### src/rtl/r_type_exu.sv
// r_type_exu: registered R-type execute unit with valid/ready on both sides.
// Define RV_M_EXT_EN to build the M-extension multiplier and divider.
module r_type_exu #(
  parameter int XLEN = 32,
  parameter int RD_W = 5
) (
  input  logic            clk,
  input  logic            rst,
  input  logic            flush,
  input  logic            in_valid,
  output logic            in_ready,
  input  logic [6:0]      in_funct7,
  input  logic [2:0]      in_funct3,
  input  logic [XLEN-1:0] in_rs1,
  input  logic [XLEN-1:0] in_rs2,
  input  logic [RD_W-1:0] in_rd,
  output logic            out_valid,
  input  logic            out_ready,
  output logic [XLEN-1:0] out_data,
  output logic [RD_W-1:0] out_rd,
  output logic            out_illegal
);

  localparam int SHW = $clog2(XLEN);

  typedef enum logic [1:0] {
    S_IDLE,
    S_MUL,
    S_DIV,
    S_HOLD
  } state_e;

  state_e          state_q, state_d;
  logic            out_valid_q, out_valid_d;
  logic [XLEN-1:0] out_data_q, out_data_d;
  logic [RD_W-1:0] out_rd_q, out_rd_d;
  logic            out_ill_q, out_ill_d;

  logic            accept;
  logic            is_m;
  logic [XLEN-1:0] base_res;
  logic            base_legal;
  logic [SHW-1:0]  shamt;

  assign out_valid   = out_valid_q;
  assign out_data    = out_data_q;
  assign out_rd      = out_rd_q;
  assign out_illegal = out_ill_q;

  // HOLD may hand its result over and take a new op in the same cycle
  assign in_ready = ((state_q == S_IDLE) || (state_q == S_HOLD)) &&
                    (!out_valid_q || out_ready);

  // flush kills a same-cycle accept
  assign accept = in_valid && in_ready && !flush;
  assign shamt  = in_rs2[SHW-1:0];

`ifdef RV_M_EXT_EN
  assign is_m = (in_funct7 == 7'h01);
`else
  assign is_m = 1'b0;
`endif

  // base RV32I/RV64I R-type decode and single-cycle result
  always_comb begin
    base_res   = '0;
    base_legal = 1'b0;
    unique case (in_funct3)
      3'd0: begin
        base_legal = (in_funct7 == 7'h00) || (in_funct7 == 7'h20);
        base_res   = (in_funct7 == 7'h20) ? in_rs1 - in_rs2
                                          : in_rs1 + in_rs2;
      end
      3'd1: begin
        base_legal = (in_funct7 == 7'h00);
        base_res   = in_rs1 << shamt;
      end
      3'd2: begin
        base_legal = (in_funct7 == 7'h00);
        base_res   = {{(XLEN-1){1'b0}},
                      $signed(in_rs1) < $signed(in_rs2)};
      end
      3'd3: begin
        base_legal = (in_funct7 == 7'h00);
        base_res   = {{(XLEN-1){1'b0}}, in_rs1 < in_rs2};
      end
      3'd4: begin
        base_legal = (in_funct7 == 7'h00);
        base_res   = in_rs1 ^ in_rs2;
      end
      3'd5: begin
        base_legal = (in_funct7 == 7'h00) || (in_funct7 == 7'h20);
        base_res   = (in_funct7 == 7'h20)
                   ? XLEN'($signed(in_rs1) >>> shamt)
                   : in_rs1 >> shamt;
      end
      3'd6: begin
        base_legal = (in_funct7 == 7'h00);
        base_res   = in_rs1 | in_rs2;
      end
      3'd7: begin
        base_legal = (in_funct7 == 7'h00);
        base_res   = in_rs1 & in_rs2;
      end
    endcase
  end

`ifdef RV_M_EXT_EN
  logic [XLEN-1:0] op_a_q, op_a_d;
  logic [XLEN-1:0] op_b_q, op_b_d;
  logic [1:0]      f3_q, f3_d;
  logic [RD_W-1:0] rd_q, rd_d;
  logic [XLEN-1:0] quo_q, quo_d;
  logic [XLEN-1:0] rem_q, rem_d;
  logic [XLEN-1:0] dvs_q, dvs_d;
  logic [SHW-1:0]  cnt_q, cnt_d;
  logic            qneg_q, qneg_d;
  logic            rneg_q, rneg_d;
  logic            dz_q, dz_d;

  logic [2*XLEN-1:0] mul_a, mul_b, prod;
  logic [XLEN-1:0]   mul_res;
  logic [XLEN:0]     rem_sh, diff;
  logic              step_ge;
  logic [XLEN-1:0]   quo_n, rem_n, div_res;
  logic              a_neg, b_neg;

  // multiply from latched operands; MUL/MULH/MULHSU/MULHU by f3[1:0]
  always_comb begin
    mul_a = {{XLEN{(f3_q != 2'd3) & op_a_q[XLEN-1]}}, op_a_q};
    mul_b = {{XLEN{(f3_q == 2'd1) & op_b_q[XLEN-1]}}, op_b_q};
    prod  = mul_a * mul_b;
    mul_res = (f3_q == 2'd0) ? prod[XLEN-1:0]
                             : prod[2*XLEN-1:XLEN];
  end

  // one restoring-division step plus final sign fix-up
  always_comb begin
    rem_sh  = {rem_q, quo_q[XLEN-1]};
    diff    = rem_sh - {1'b0, dvs_q};
    step_ge = !diff[XLEN];
    quo_n   = {quo_q[XLEN-2:0], step_ge};
    rem_n   = step_ge ? diff[XLEN-1:0] : rem_sh[XLEN-1:0];
    if (dz_q)
      div_res = f3_q[1] ? op_a_q : '1;
    else if (f3_q[1])
      div_res = rneg_q ? -rem_n : rem_n;
    else
      div_res = qneg_q ? -quo_n : quo_n;
  end

  // operand signs of an incoming signed divide
  always_comb begin
    a_neg = !in_funct3[0] && in_rs1[XLEN-1];
    b_neg = !in_funct3[0] && in_rs2[XLEN-1];
  end
`endif

  // next-state, output register and M-unit operand control
  always_comb begin
    state_d     = state_q;
    out_valid_d = out_valid_q;
    out_data_d  = out_data_q;
    out_rd_d    = out_rd_q;
    out_ill_d   = out_ill_q;
`ifdef RV_M_EXT_EN
    op_a_d = op_a_q;
    op_b_d = op_b_q;
    f3_d   = f3_q;
    rd_d   = rd_q;
    quo_d  = quo_q;
    rem_d  = rem_q;
    dvs_d  = dvs_q;
    cnt_d  = cnt_q;
    qneg_d = qneg_q;
    rneg_d = rneg_q;
    dz_d   = dz_q;
`endif
    if (out_valid_q && out_ready)
      out_valid_d = 1'b0;
    unique case (state_q)
      S_IDLE, S_HOLD: begin
        if (!out_valid_q || out_ready)
          state_d = S_IDLE;
        if (accept && !is_m) begin
          out_valid_d = 1'b1;
          out_data_d  = base_legal ? base_res : '0;
          out_ill_d   = !base_legal;
          out_rd_d    = in_rd;
        end
`ifdef RV_M_EXT_EN
        if (accept && is_m) begin
          op_a_d = in_rs1;
          op_b_d = in_rs2;
          f3_d   = in_funct3[1:0];
          rd_d   = in_rd;
          if (!in_funct3[2]) begin
            state_d = S_MUL;
          end else begin
            state_d = S_DIV;
            quo_d   = a_neg ? -in_rs1 : in_rs1;
            dvs_d   = b_neg ? -in_rs2 : in_rs2;
            rem_d   = '0;
            cnt_d   = '0;
            qneg_d  = a_neg ^ b_neg;
            rneg_d  = a_neg;
            dz_d    = (in_rs2 == '0);
          end
        end
`endif
      end
      S_MUL: begin
`ifdef RV_M_EXT_EN
        out_valid_d = 1'b1;
        out_data_d  = mul_res;
        out_ill_d   = 1'b0;
        out_rd_d    = rd_q;
        state_d     = S_HOLD;
`else
        state_d = S_IDLE;
`endif
      end
      S_DIV: begin
`ifdef RV_M_EXT_EN
        quo_d = quo_n;
        rem_d = rem_n;
        cnt_d = cnt_q + 1'b1;
        if (cnt_q == SHW'(XLEN-1)) begin
          cnt_d       = '0;
          out_valid_d = 1'b1;
          out_data_d  = div_res;
          out_ill_d   = 1'b0;
          out_rd_d    = rd_q;
          state_d     = S_HOLD;
        end
`else
        state_d = S_IDLE;
`endif
      end
    endcase
    if (flush) begin
      out_valid_d = 1'b0;
      state_d     = S_IDLE;
`ifdef RV_M_EXT_EN
      cnt_d = '0;
`endif
    end
  end

  // state and output registers
  always_ff @(posedge clk) begin
    if (rst) begin
      state_q     <= S_IDLE;
      out_valid_q <= 1'b0;
      out_data_q  <= '0;
      out_rd_q    <= '0;
      out_ill_q   <= 1'b0;
    end else begin
      state_q     <= state_d;
      out_valid_q <= out_valid_d;
      out_data_q  <= out_data_d;
      out_rd_q    <= out_rd_d;
      out_ill_q   <= out_ill_d;
    end
  end

`ifdef RV_M_EXT_EN
  // multiplier/divider operand and iteration registers
  always_ff @(posedge clk) begin
    if (rst) begin
      op_a_q <= '0;
      op_b_q <= '0;
      f3_q   <= '0;
      rd_q   <= '0;
      quo_q  <= '0;
      rem_q  <= '0;
      dvs_q  <= '0;
      cnt_q  <= '0;
      qneg_q <= 1'b0;
      rneg_q <= 1'b0;
      dz_q   <= 1'b0;
    end else begin
      op_a_q <= op_a_d;
      op_b_q <= op_b_d;
      f3_q   <= f3_d;
      rd_q   <= rd_d;
      quo_q  <= quo_d;
      rem_q  <= rem_d;
      dvs_q  <= dvs_d;
      cnt_q  <= cnt_d;
      qneg_q <= qneg_d;
      rneg_q <= rneg_d;
      dz_q   <= dz_d;
    end
  end
`endif

endmodule
### config.mk
export PLATFORM = sky130hd
export DESIGN_NAME = r_type_exu
export DESIGN_NICKNAME = d
export VERILOG_FILES = /design/src/rtl/r_type_exu.sv
export SDC_FILE = /design/constraint.sdc
export NUM_CORES = 1
export LEC_CHECK = 0
export ABC_AREA = 1
export CELL_PAD_IN_SITES_DETAIL_PLACEMENT = 2
export CELL_PAD_IN_SITES_GLOBAL_PLACEMENT = 2
export CORE_ASPECT_RATIO = 0.5
export CORE_MARGIN = 4
export CORE_UTILIZATION = 32
export DETAILED_ROUTE_END_ITERATION = 10
export PLACE_DENSITY_LB_ADDON = 0.08
export SYNTH_ARGS = -nofsm -noshare
export SYNTH_HDL_FRONTEND = slang
export SYNTH_SLANG_ARGS = --single-unit
### constraint.sdc
create_clock -name clk -period 3.4 [get_ports clk]
set_input_delay 0.34 -clock clk [delete_from_list [all_inputs] [get_ports clk]]
set_output_delay 0.34 -clock clk [all_outputs]
set_load 0.005 [all_outputs]
==> results of run 1 <==
-- logic make-up after synthesis --
group,Yosys count
mux,2
flops,39
compound gates,418
fa+ha+maj,99
buf+inv,352
simple gates,1163
-- how the worst max path moves through the flow --
stage	cells after the start	slack, ns	from	to
5_1_grt	16	0.12	in_rs1[5]	out_data[26]
2_1_floorplan	18	0.96	in_rs2[2]	out_data[7]
4_1_cts	16	0.34	in_rs1[5]	out_data[26]
3_5_place_dp	16	0.12	in_rs1[5]	out_data[26]
3_3_place_gp	16	0.12	in_rs1[5]	out_data[26]
6_report	16	0.25	in_rs1[5]	out_data[26]
-- critical path: stages --
cell and delay (ns):
sky130_fd_sc_hd__clkdlybuf4s50_1 0.48, sky130_fd_sc_hd__inv_1 0.15, sky130_fd_sc_hd__ha_1 0.54, sky130_fd_sc_hd__inv_1 0.21, sky130_fd_sc_hd__a21oi_1 0.32, sky130_fd_sc_hd__nand2_1 0.18
sky130_fd_sc_hd__a21oi_1 0.30, sky130_fd_sc_hd__inv_1 0.09, sky130_fd_sc_hd__nand3_1 0.08, sky130_fd_sc_hd__nand2_1 0.09, sky130_fd_sc_hd__nand2_1 0.11, sky130_fd_sc_hd__nand2_1 0.06
sky130_fd_sc_hd__nand2_1 0.05, sky130_fd_sc_hd__nand3_1 0.13, sky130_fd_sc_hd__nand2_1 0.12, sky130_fd_sc_hd__a21oi_1 0.06
-- synth_stat cells, drive strengths merged, types with 6 or more instances --
cell    number  area share, %
a211oi       8           0.55
a21oi      143            6.6
a221oi       6           0.48
a31oi       10           0.58
and2         8           0.46
buf         78            4.1
clkbuf      37            1.3
dfxtp       39            7.2
ha          97             11
inv        233            8.1
nand2      706             24
nand3      253             12
nand4       11           0.63
nor2       149            5.3
nor3        22            1.2
o211ai      38            2.7
o21a        17            1.2
o21ai      147            7.2
o21bai      18            1.2
o221ai      12           0.97
o22ai        7           0.40
or2          6           0.35
-- per-layer routing --
metal	wire [µm]	track usage (%)
met1	33000	55.2
met2	27000	50.4
met3	6640	5.50
met4	716	4.18
met5	0	0
-- power by group --
group | internal (mW) | switching [mW]
sequential | 0.461 | 0.00223
clock | 0.421 | 0.205
combinational | 0.572 | 1.36
total | 1.45 | 1.56
-- sequential cells by signal, indices dropped and copies added, names as in the netlist --
register / flops
out_data: 32
out_illegal: 1
out_rd: 5
out_valid: 1
-- cell type report --
class,instances,area (µm²)
fill,4439,20400
multi-input combinational,1682,8600
timing repair buffer,194,1820
inverter,237,890
sequential,39,781
tap,441,552
clock buffer,6,129
clock inverter,2,60.1
==> key figures, run 1 <==
Critical path
  – Maximum fanout along the worst path: 9
  – Launching point of the worst reg2reg path: out_valid
  – Startpoint Class: primary input
  – Arrival time worst endpoint: 3.32 ns
  – Path type of the worst setup path: in -> reg
  – Crit Reg-Reg Endpoint: out_data[6]
  – Required time at the worst-slack endpoint: 3.56 ns
  – Capturing element type of the critical path: register
  – Register-to-Register Setup Slack: 1.56 ns
  – Worst reg-to-reg path cell count: 9

Floorplan
  – Initial core utilization: 32.6%
  – Die span in x: 268 µm
  – Cell row count: 47
  – I/O pin total: 124
  – Std-Cell Core Area: 33,200 µm²
  – Die area: 37,100 µm²
  – Vert. Die Dim: 138 µm

Layout
  – Layout Nets: 2,342
  – Fraction of final layout cells with drive strength greater than 1: 5.42%
  – Leading cell type in the layout, fill and taps excluded: sky130_fd_sc_hd__nand2_1
  – Area growth from synthesis to final layout: 18.3%
  – Core utilization of the finished layout: 38.6%
  – Leading cell types in the layout, fill and taps excluded: 704 x sky130_fd_sc_hd__nand2_1, 251 x sky130_fd_sc_hd__nand3_1, 228 x sky130_fd_sc_hd__inv_1
  – Post-layout instance area: 12,800 µm²
  – Non-filler instance count after layout: 2,601
  – Count of antenna diodes in the layout: 0

Pwr
  – Worst vdd ir: 0.151 mV
  – Power per Cell Area: 235 nW/µm²
  – Total power consumption of the routed design: 3.02 mW
  – Cell leakage power: 6.20 nW

Drt
  – TritonRoute pass-1 iters: 5
  – Routed via count divided by cell count: 5.96
  – Number of antenna-violating nets in the routed design: 0
  – Residual DRC count: 0
  – Initial DRC count: 1,377
  – Via Count: 15.5k
  – Wire length per cell after detailed routing: 25.9 µm
  – Sum of routed wire length over all layers: 67.3 mm

Clock network
  – Clk root buf: sky130_fd_sc_hd__clkbuf_16
  – Number of clock buffers inserted by TritonCTS: 5
  – Skew-Pair Late Insertion Delay: 0.29 ns
  – Setup Fix Bufs, Post-CTS: 0
  – Total of hold buffers inserted after clock tree synthesis: 0
  – Clock tree from TritonCTS: done
  – CTS H-tree depth: 2
  – CTS Sinks: 39
  – Clock tree buffer depth: 2
  – CTS clock-pin slew for the worst setup and hold paths: 0.07 ns
  – Post-cts resize count: 0

Logic synthesis
  – Multiplexer fraction of the synthesized cell area: 0.185%
  – Number of enable-type register cells in the synthesized netlist: 0
  – Post-synth net total: 2,256
  – Post-synthesis adder-cell area fraction: 11.6%
  – Flop and latch count out of synthesis: 39
  – Library cells used by synthesis: 48
  – Most common flop cell mapped by yosys: sky130_fd_sc_hd__dfxtp_1
  – Main combinational cell family by area after synthesis: simple AND/OR/NAND/NOR gates
  – Share of async-settable or async-resettable flops after synthesis: 0%
  – Synth Area in XOR/XNOR: 0%
  – Gate count after technology mapping: 2,073
  – Share of the yosys chip area belonging to registers: 7.20%
  – Area of the mapped netlist: 10,800 µm²
  – Post-synthesis average cell area: 5.23 µm²
  – Simple logic cell fraction of the synthesized area: 44.7%
  – Share of the synthesized area in compound gates (AO/OA/AOI/OAI): 22.8%
  – Synth warnings: 0

Job
  – Maximum capacitance violations: 0

GRT
  – Remaining global-route overflow: 0
  – Via count of the first global-routing pass: 15.4k
  – Pin count of the biggest net entering global routing: 80
  – Antenna violations before repair: 0
  – Total global routing track utilization: 34.9%
  – Wire length of the first global-routing pass: 98.4 mm

Hold path
  – Hold Path Cell Cnt: 2
  – Hold worst-path end: out_rd[1]
  – Hold_sp: out_rd[1]
  – Path class of the lowest-slack min-delay path: reg -> reg

STA
  – Unrepaired setup endpoints after global routing: false
  – Final Hold Fails: 0
  – Setup Skew: 0.0123 ns
  – Normalized max-slew margin: 14.6%
  – Post-layout min period: 3.15 ns
  – Number of setup violations in the final report: 0
  – Final max-slew violation count: 0
  – Final setup margin: 0.247 ns
  – Tightest Pin Transition: 1.27 ns
  – Minimum hold slack: 0.461 ns
  – Fmax: 0.317 GHz
  – Final clock period utilization by the worst path: 92.7%
  – Setup_tns: 0 ns

Place
  – Gpl congestion: 0.963
  – Placed cell areas: 12,600 µm²
  – Number of buffers added on ports: 123
  – Post-DP HPWL: 55.7 mm
  – Placed Instances: 2,593
  – Setup slack after placement: 0.122 ns

Run status
  – Run status: completed
No activity file was read; power rests on OpenSTA's default activity.
==> run 2, diff against run 1 <==
Settings changed: TNS_END_PERCENT set to 1.
==> results of run 2 <==
No change in the layout: final DEF, timing and power equal those of run 1.
==> patch 1, RTL diff (config.mk and constraints of run 2) <==
Take the reset off `out_data_q` and load it in a clocked block of its own.
--- a/src/rtl/r_type_exu.sv
+++ b/src/rtl/r_type_exu.sv
@@ -253,5 +253,4 @@
       state_q     <= S_IDLE;
       out_valid_q <= 1'b0;
-      out_data_q  <= '0;
       out_rd_q    <= '0;
       out_ill_q   <= 1'b0;
@@ -259,8 +258,11 @@
       state_q     <= state_d;
       out_valid_q <= out_valid_d;
-      out_data_q  <= out_data_d;
       out_rd_q    <= out_rd_d;
       out_ill_q   <= out_ill_d;
     end
+  end
+
+  always_ff @(posedge clk) begin
+    out_data_q <= out_data_d;
   end
 
Formal check against the unedited RTL: not equivalent (Yosys sat finds a counterexample within 4 cycles, from zero or initial values and one cycle with rst high).
==> patch 1 against run 2 <==
- first-iteration DRC count rose by 29%
- sequential cell count did not move
- global-route usage is 1.8 points higher
- cell area is 3.2% higher
- wire length up 6.1%
- synthesized area is 1.6% higher
- setup slack got worse by 65 ps
- sequential share of layout area rose by 2.2 points
- power grew 6.8%
- clock skew shrank 5.1 ps
- largest cell class unchanged
==> patch 1: results (changes against run 2) <==
INFO  metric outcome = finished clean
INFO  metric fin_skew = 7.27 ps (-5.06 ps)
INFO  metric layout-drive-gt1-share = 6.22% (+0.80 points)
INFO  metric ys_seq_area_share = 9.99% (+2.8 points)
INFO  metric number_of_clock_buffer_instances_in_the_layout = 5 (-1)
INFO  metric netlist-cell-type-count = 44 (-8.3%)
INFO  metric area_share_nonclk_buffers = 15.1% (+0.92 points)
INFO  metric gp_routability_congestion = 0.960 (-0.22%)
INFO  metric route.met2.wl = 28,800 um (+6.6%)
INFO  metric path_max_fanout = 7 (-2)
INFO  metric grt.total_usage = 36.6% (+1.8 points)
INFO  metric worst_supply_voltage_drop_on_vdd = 186 uV (+23%)
INFO  metric worst_ep_arrival_time = 3350 ps (+30 ps)
INFO  metric p_leak = 6.76 nW (+9.1%)
INFO  metric avgSynthCellArea = 5.26 um2 (+0.60%)
INFO  metric layoutNonFillerInstCount = 2,661 (+2.3%)
INFO  metric dp.final_hpwl = 59,500 um (+6.9%)
INFO  metric route.met3.wl = 8450 um (+27%)
INFO  metric combined_area_of_the_multi_input_logic_cells = 8300 um2 (-3.5%)
INFO  metric gr-usage-met3 = 10.1% (+4.6 points)
INFO  metric synth_enable_flop_cells = 32 (+32)
INFO  metric layout.comb_gates.multi_input = 1,654 (-1.7%)
INFO  metric post_detailed_placement_cell_area = 13,100 um2 (+3.3%)
INFO  metric comb_power_share = 63.1% (-0.8 points)
INFO  metric initialDrtViolationCount = 1,781 (+29%)
INFO  metric clkSinkCount = 39 (unchanged)
INFO  metric grt_first_pass_wirelength = 103,000 um (+5.0%)
INFO  metric n_fill_cell = 4,477 (+0.86%)
INFO  metric total_switching_power = 0.00171 W (+9.1%)
INFO  metric m2_gr_usage = 53.3% (+2.9 points)
INFO  metric seqAreaFraction = 8.32% (+2.2 points)
INFO  metric insertion_delay_of_the_later_clocked_pin_in_the_worst_skew_pair = 330 ps (+40 ps)
INFO  metric pin_count_of_the_biggest_net_entering_global_routing = 67 (-16%)
INFO  metric timing_worst_slew_pin_value = 779 ps (-491 ps)
INFO  metric n_all_buffers = 221 (+14%)
INFO  metric post_synth_fa_ha_maj_area_fraction = 11.4% (-0.18 points)
INFO  metric yosys-mux-area-fraction = 0.363% (+0.18 points)
INFO  metric synth.area.top_cells = sky130_fd_sc_hd__nand2_1 25%, sky130_fd_sc_hd__nand3_1 11%, sky130_fd_sc_hd__ha_1 11%
INFO  metric synth_compound_area_share = 17.8% (-4.9 points)
INFO  metric vias = 15,500 (-0.25%)
INFO  metric pwr.group.clock = 0.000636 W (+2%)
INFO  metric design.final.nets = 2,402 (+2.6%)
INFO  metric inv_count = 298 (+26%)
INFO  metric route.final.wire_length = 71,500 um (+6.1%)
INFO  metric xor_and_xnor_fraction_of_the_mapped_netlist_area = 0.397% (+0.40 points)
## patch 1: per-stage QoR
step | total power (W) | setup slack, ps | util (%) | setup TNS, ps
after floorplan | 0.00162 | 802 | - | 0
after global placement | 0.00245 | -38.5 | 39.0 | -38.5
after detailed placement | 0.00251 | -155 | 39.0 | -713
after CTS | 0.00315 | 173 | 39.5 | 0
after global routing | 0.00339 | 29.4 | 39.5 | 0
final | 0.00322 | 182 | 39.5 | 0
## patch 1: worst paths after layout
check	start	endpoint	slack [ps]	depth (start not counted)
worst max-delay path	in_rs1[8]	out_data[19]	180	18
worst min-delay path	out_rd[2]	out_rd[2]	470	2
worst max register to register	out_valid	out_data[26]	1720	4
worst min register to register	out_rd[2]	out_rd[2]	470	2
## patch 1: worst min-delay path, stage by stage, from the launching register on
cell and delay (ps):
sky130_fd_sc_hd__dfxtp_1 320, sky130_fd_sc_hd__nand2_1 60, sky130_fd_sc_hd__a21oi_1 50
==> patch 2, RTL diff (settings of run 2) <==
Made on the original files. `RD_W`: 5 -> 7.
--- a/src/rtl/r_type_exu.sv
+++ b/src/rtl/r_type_exu.sv
@@ -3,5 +3,5 @@
 module r_type_exu #(
   parameter int XLEN = 32,
-  parameter int RD_W = 5
+  parameter int RD_W = 7
 ) (
   input  logic            clk,
Interface: changed (resized in_rd and out_rd); port bits go from 124 to 128. No check against the original RTL was run, so the function may have changed too.
==> patch 2 against run 2 <==
- cell area increased by 3.5%
- power increased by 0.80%
- count of clock-buffer cells in the layout stayed put
- global-route usage is 2.1 points higher
- synthesized area rose by 1.3%
- wire length increased by 7.2%
- setup slack got worse by 95 ps
- sequential cell count grew 2
- clock skew decreased by 3.4 ps
- critical endpoint is now out_data[29]
- largest cell class unchanged
==> patch 2: results (changes against run 2) <==
INFO  metric outcome = finished clean
INFO  metric p_leak = 6.48 nW (+4.5%)
INFO  metric wl_per_cell = 26.8 um (+3.5%)
INFO  metric port_buffers = 127 (+3.3%)
INFO  metric grt_antenna_before_repair = 1 (+1)
INFO  metric critical-path-max-stage-delay = 700 ps (+160 ps)
INFO  metric layout-drive-gt1-share = 6.04% (+0.63 points)
INFO  metric grt_first_pass_wirelength = 105,000 um (+7.1%)
INFO  metric postSynthNetCount = 2,314 (+2.6%)
INFO  metric gp_routability_congestion = 1.00 (+3.9%)
INFO  metric dp_worst_setup_slack = -20.9 ps (-143 ps)
INFO  metric worst_ep_arrival_time = 3440 ps (+120 ps)
INFO  metric pin_count_of_the_biggest_net_entering_global_routing = 63 (-21%)
INFO  metric m2_gr_usage = 54.6% (+4.2 points)
INFO  metric fin_skew = 8.99 ps (-3.35 ps)
INFO  metric initialDrtViolationCount = 1,667 (+21%)
INFO  metric n_fill_cell = 4,472 (+0.74%)
INFO  metric finalHoldWorstSlack = 470 ps (+8.38 ps)
INFO  metric cpMaxStageDelayCell = sky130_fd_sc_hd__clkdlybuf4s50_1
INFO  metric synth.cells.most_frequent = 688 x sky130_fd_sc_hd__nand2_1, 298 x sky130_fd_sc_hd__nand3_1, 228 x sky130_fd_sc_hd__inv_1, 179 x sky130_fd_sc_hd__nor2_1, 176 x sky130_fd_sc_hd__a21oi_1
INFO  metric r2r-end = out_data[19]
INFO  metric path_max_fanout = 7 (-2)
INFO  metric via_per_inst = 5.86 (-1.6%)
INFO  metric dp.final_hpwl = 60,700 um (+9.0%)
INFO  metric hold_path_end = out_data[22]
INFO  metric worst_hold_startpoint = out_data[22]
INFO  metric worst_supply_voltage_drop_on_vdd = 261 uV (+73%)
INFO  metric reg2reg_slack = 870 ps (-690 ps)
## patch 2: cell types whose count changed after synthesis, moves of 6 or more
cell and change:
sky130_fd_sc_hd__a21oi_1 +33, sky130_fd_sc_hd__a31oi_1 -6, sky130_fd_sc_hd__buf_4 -7, sky130_fd_sc_hd__inv_2 +8
sky130_fd_sc_hd__nand2_1 -16, sky130_fd_sc_hd__nand3_1 +47, sky130_fd_sc_hd__nor2_1 +32, sky130_fd_sc_hd__o211ai_1 -7
sky130_fd_sc_hd__o21ai_1 -11, sky130_fd_sc_hd__o21ai_2 -8
## patch 2: report_power, final
part	leakage [nW]	internal (W)	switching, W
sequential	0.332	0.000488	0.00000321
clock	0.0811	0.000349	0.000217
combinational	6.06	0.000599	0.00139
total	6.48	0.00144	0.00161
## patch 2: worst max-delay path by stage
stage,cells past startpoint,end,slack (ps),start
floorplan,19,out_data[0],850,in_rs2[4]
global placement,16,out_data[29],20,in_rs1[24]
detailed placement,14,out_data[14],-20,in_rs1[5]
CTS,14,out_data[14],230,in_rs1[5]
global route,15,out_data[14],3,in_rs1[0]
finish,15,out_data[29],150,in_rs1[24]
## patch 2: metrics by stage
| step | std cells | area [um2] | utilization [%] | power [W] |
|---|---|---|---|---|
| floorplan | 2129 | 11000 | - | 0.00157 |
| global placement | 2684 | 13100 | 39.2 | 0.00234 |
| detailed placement | 2684 | 13100 | 39.2 | 0.00240 |
| CTS | 2692 | 13300 | 39.7 | 0.00298 |
| global route | 2692 | 13300 | 39.7 | 0.00322 |
| finish | 2693 | 13300 | 39.7 | 0.00304 |
## patch 2: cell type report
type | count | area, um2 | share of cell area, %
multi-input cells | 1737 | 8770 | 66.0
repair buffers | 224 | 2070 | 15.6
inverters | 241 | 907 | 6.83
flip-flops and latches | 41 | 821 | 6.18
well taps | 441 | 552 | 4.15
clock buffers | 6 | 129 | 0.970
clock inverters | 2 | 38.8 | 0.292
diodes | 1 | 2.50 | 0.0188
## patch 2: cell families (layout without fill, tap and decap cells)
group	after synthesis	after routing	share of synthesized area, %
XOR/XNOR	1	1	0.0797
AO/OA/AOI/OAI	409	409	21.1
adder cells (fa/ha/maj)	99	99	11.4
buffers and inverters	351	473	12.8
AND/OR/NAND/NOR	1226	1226	46.9
other	0	1	0
multiplexers	2	2	0.182
flip-flops	41	41	7.47
## patch 2: routing by layer
layer	vias to the layer above	wire, um
li1	7209	-
met1	7889	33200
met2	636	29200
met3	53	8650
met4	0	1140
met5	-	0
## patch 2: critical path: cells and delay by family
kind            cells  cell delay [ps]
compound gates      4              790
fa+ha+maj           1              530
buf+inv             3             1170
simple gates        7              580
